<file path="src/rtl/sub_pkg.sv">
// sub_pkg
//   Shared definitions for the registered subtractor.
//   SUB_WIDTH_DEFAULT : default operand/result width (4-bit build)
//   operand_t         : operand/result type at the default width
package sub_pkg;

  localparam int SUB_WIDTH_DEFAULT = 4;

  typedef logic [SUB_WIDTH_DEFAULT-1:0] operand_t;

endpackage : sub_pkg

</file>
<file path="src/rtl/full_subtractor.sv">
// full_subtractor
//   One bit cell of the ripple-borrow chain.
//   Ports:
//     a    in   minuend bit
//     b    in   subtrahend bit
//     bin  in   borrow from the next-lower bit
//     d    out  difference bit
//     bout out  borrow into the next-higher bit
module full_subtractor (
  input  logic a,
  input  logic b,
  input  logic bin,
  output logic d,
  output logic bout
);

  assign d = a ^ b ^ bin;

  // Borrow out when a=0,b=1, or when a==b and a borrow arrives from below.
  assign bout = (~a & b) | (~(a ^ b) & bin);

endmodule : full_subtractor

</file>
<file path="src/rtl/subtractor_4bit.sv">
// subtractor_4bit
//   Registered unsigned subtractor: Diff = (A - B) mod 2^WIDTH, Borrow = (A < B).
//   Combinational ripple-borrow chain of full_subtractor cells feeding one
//   output register stage; results are qualified by out_valid (1-cycle latency).
//   Ports:
//     clk       in   clock, rising edge
//     rst_n     in   synchronous active-low reset
//     in_valid  in   A/B valid this cycle
//     A         in   minuend, unsigned, WIDTH bits
//     B         in   subtrahend, unsigned, WIDTH bits
//     out_valid out  fresh result on Diff/Borrow this cycle
//     Diff      out  registered difference, WIDTH bits
//     Borrow    out  registered borrow-out of the MSB stage
module subtractor_4bit
  import sub_pkg::*;
#(
  parameter int WIDTH = SUB_WIDTH_DEFAULT
) (
  input  logic             clk,
  input  logic             rst_n,
  input  logic             in_valid,
  input  logic [WIDTH-1:0] A,
  input  logic [WIDTH-1:0] B,
  output logic             out_valid,
  output logic [WIDTH-1:0] Diff,
  output logic             Borrow
);

  logic [WIDTH-1:0] diff_d;
  logic             borrow_d;

  logic [WIDTH-1:0] diff_q;
  logic             borrow_q;
  logic             valid_q;

  // Each stage keeps its own borrow nets so the chain is a set of distinct
  // signals rather than one vector that feeds back into itself.
  for (genvar gi = 0; gi < WIDTH; gi++) begin : g_stage
    logic bin_s;
    logic bout_s;

    if (gi == 0) begin : g_lsb
      assign bin_s = 1'b0;
    end else begin : g_chain
      assign bin_s = g_stage[gi-1].bout_s;
    end

    full_subtractor u_fs (
      .a   (A[gi]),
      .b   (B[gi]),
      .bin (bin_s),
      .d   (diff_d[gi]),
      .bout(bout_s)
    );
  end : g_stage

  assign borrow_d = g_stage[WIDTH-1].bout_s;

  // Reset wins over in_valid; with in_valid low the data registers hold.
  always_ff @(posedge clk) begin
    if (!rst_n) begin
      diff_q   <= '0;
      borrow_q <= 1'b0;
      valid_q  <= 1'b0;
    end else begin
      valid_q <= in_valid;
      if (in_valid) begin
        diff_q   <= diff_d;
        borrow_q <= borrow_d;
      end
    end
  end

  assign Diff      = diff_q;
  assign Borrow    = borrow_q;
  assign out_valid = valid_q;

endmodule : subtractor_4bit

</file>
<file path="config.mk">
export PLATFORM = sky130hd
export DESIGN_NAME = subtractor_4bit
export DESIGN_NICKNAME = d
export VERILOG_FILES = /design/src/rtl/sub_pkg.sv /design/src/rtl/full_subtractor.sv /design/src/rtl/subtractor_4bit.sv
export SDC_FILE = /design/constraint.sdc
export NUM_CORES = 1
export LEC_CHECK = 0
export ABC_AREA = 1
export CAP_MARGIN = 10
export CORE_AREA = 8 8 45 47
export CTS_BUF_LIST = sky130_fd_sc_hd__clkbuf_8
export CTS_CLUSTER_SIZE = 30
export DETAILED_ROUTE_END_ITERATION = 12
export DIE_AREA = 0 0 53 55
export GPL_TIMING_DRIVEN = 0
export HOLD_SLACK_MARGIN = 0.08
export PLACE_DENSITY = 0.49
export SETUP_SLACK_MARGIN = 0.2
export SYNTH_ARGS = -nofsm -noshare
export SYNTH_HDL_FRONTEND = slang
export SYNTH_SLANG_ARGS = --single-unit
</file>
<file path="constraint.sdc">
create_clock -name clk -period 2.25 [get_ports clk]
set_input_delay 0.5625 -clock clk [delete_from_list [all_inputs] [get_ports clk]]
set_output_delay 0.5625 -clock clk [all_outputs]
set_load 0.005 [all_outputs]
</file>
==> metrics.csv, run 1 <==
metric,value,unit
outcome,"complete, no violations",
cts_made_buffers,3,
diodes,0,
cts.sinks,6,
clk_latency,220,ps
synth_top_area_share,38.4,%
syn-cell-area,313,µm²
post-place-cells,70,
wl_per_cell,9.71,µm
netlist_top_cells_count,"inv_1 (9), nor2_1 (9), dfxtp_1 (6), nand2_1 (6)",
fin_skew,0,ps
htree_levels,1,
p_leak,0.253,nW
io_buffer_count,15,
syn_to_final_growth,66.0,%
critPathKind,in2reg,
cp-end-kind,flop,
drt.antenna.violating_nets,0,
maxSlewViolCount,0,
synthCells,39,
synth-edff-count,0,
reg2reg_depth,2,
p_sw,0.0000754,W
tightest_slew,230,ps
internal_power,0.000271,W
die_x,53,µm
vias,285,
ys_seq_area_share,38.4,%
drt_iter0_drc,3,
ios,17,
rrSetupSlack,1680,ps
core_region_area,1380,µm²
antenna_found_initial,0,
grt.overflow.total,0,
yosys.area.top_type,dfxtp_1,
combPwrFrac,19.6,%
period_needed,1940,ps
crit_path_start,A[0],
grt_usage,6.20,%
final_nets,74,
p_clk_share,45.7,%
rsz0062_at_grt,false,
die_y,55,µm
layout-drive-gt1-share,22.8,%
power.density,667,nW/µm²
fmax,515,MHz
clock_path_buffers,2,
cap_viol_max_count,0,
hp-class,reg2reg,
drc,0,
cts-root-buf,clkbuf_8,
slew_headroom,84.6,%
yosys_warnings,0,
synth_seq_cells,6,
crit_arrival,2050,ps
cts_tree,yes,
setup_viol,0,
path_clk_slew,30,ps
fin_area,519,µm²
synth_area_leaders,"dfxtp_1 (38%), fa_1 (19%), inv_1 (11%)",
start_util,22.6,%
hold_start,Diff[0]$_SDFFE_PN0P_,
synth_cell_types,9,
dpl-instance-area,483,µm²
grt_pass1_vias,294,
drt-total-wl,709,µm
grt_max_degree,11,
avgSynthCellArea,8.02,µm²
switching_share,21.7,%
num-fill-cells,156,
ys.flop_type,dfxtp_1,
die_area,2920,µm²
peakVddDrop,0.000175,V
hold_violations,0,
async_reset_ff_share,0,%
p_seq_share,34.6,%
hold_end,Diff[0]$_SDFFE_PN0P_,
rows,14,
grt_pass1_wl,1250,µm
gp_congestion,0.666,
start_kind,input pin,
worstPathRequired,2360,ps
post-dp-hpwl,568,µm
layout.cells.non_filler,73,
first_pass_iters,3,
r2r-start,Diff[3]$_SDFFE_PN0P_,
min_period_over_period,86.3,%
vias_per_cell,3.90,
whs_path_depth,2,
crit_fanout,1,
r2r-end,Diff[3]$_SDFFE_PN0P_,
synth_fp_nets,54,
critical path: stages:
cell and delay (ps):
buf_2 100, inv_1 40, ha_2 160, inv_2 30, fa_2 320, inv_2 60, fa_2 180, inv_2 30
fa_1 420, nor2_1 100, nor2_1 40
power by group through the flow:
| stage | sequential, W | combinational [W] | clock (W) |
|---|---|---|---|
| floorplan | 0.000122 | 0.0000273 | 0 |
| global placement | 0.000122 | 0.0000689 | 0 |
| detailed placement | 0.000122 | 0.0000693 | 0 |
| CTS | 0.000120 | 0.0000700 | 0.000164 |
| global route | 0.000121 | 0.0000778 | 0.000172 |
| finish | 0.000120 | 0.0000680 | 0.000159 |
cell type report:
cell class	count	area [µm²]	share of cell area [%]
clock buffers	3	41.3	7.95
inverters	10	37.5	7.23
well taps	16	20.0	3.86
multi-input cells	22	151	29.2
repair buffers	15	138	26.5
plain buffers	1	11.3	2.17
flip-flops and latches	6	120	23.1
metal layers:
layer  wire length (µm)  GRT usage (%)  share of wire [%]
met5                  0              0                  0
met4                 22           6.47                3.1
met3                113           4.55                 16
met2                269           8.40                 38
met1                304           5.84                 43
through the flow:
step | utilization, % | TNS [ps] | hold WS (ps) | worst slack, ps | power (W)
2_1_floorplan | - | 0 | 466 | 202 | 0.000150
3_3_place_gp | 34.9 | -594 | 464 | -332 | 0.000191
3_5_place_dp | 34.9 | -590 | 467 | -326 | 0.000191
4_1_cts | 37.5 | 0 | 471 | 229 | 0.000354
5_1_grt | 37.5 | 0 | 496 | 223 | 0.000371
6_report | 37.5 | 0 | 468 | 309 | 0.000347
state kept, by name, indices dropped and copies added, names as in the netlist:
signal and count:
Diff 4, Borrow 1, out_valid 1
cells in the final DEF (no fill, tap or decap), drive strengths merged:
master	count
o21ai	3
dfxtp	6
clkdlybuf4s50	11
clkbuf	3
nand2	6
inv	10
dlygate4sd2	2
nor2	9
buf	3
fa	3
ha	1
worst max path at each step:
stage	cells past startpoint	end
5_1_grt	11	Diff[3]$_SDFFE_PN0P_
3_5_place_dp	11	Diff[3]$_SDFFE_PN0P_
3_3_place_gp	11	Diff[3]$_SDFFE_PN0P_
2_1_floorplan	10	Diff[3]$_SDFFE_PN0P_
4_1_cts	11	Diff[3]$_SDFFE_PN0P_
6_report	11	Diff[3]$_SDFFE_PN0P_
cells by family after synthesis:
family | synth area share [%]
fa+ha+maj | 23.2
buf+inv | 15.6
simple gates | 18.0
flops | 38.4
compound gates | 4.80
timing repair:
action                                  CTS  global route
resized for setup                        14             0
hold buffers                              0             0
endpoints found under the setup margin    3             2
pin swaps                                 6             4
buffers inserted                          0             0
No activity file was read; power rests on OpenSTA's default activity.
==> run 2, diff against run 1 <==
Settings changed: HOLD_SLACK_MARGIN 0.08 to 0.06.
==> results of run 2 <==
The final DEF is identical to that of run 1; final timing and power are the same.
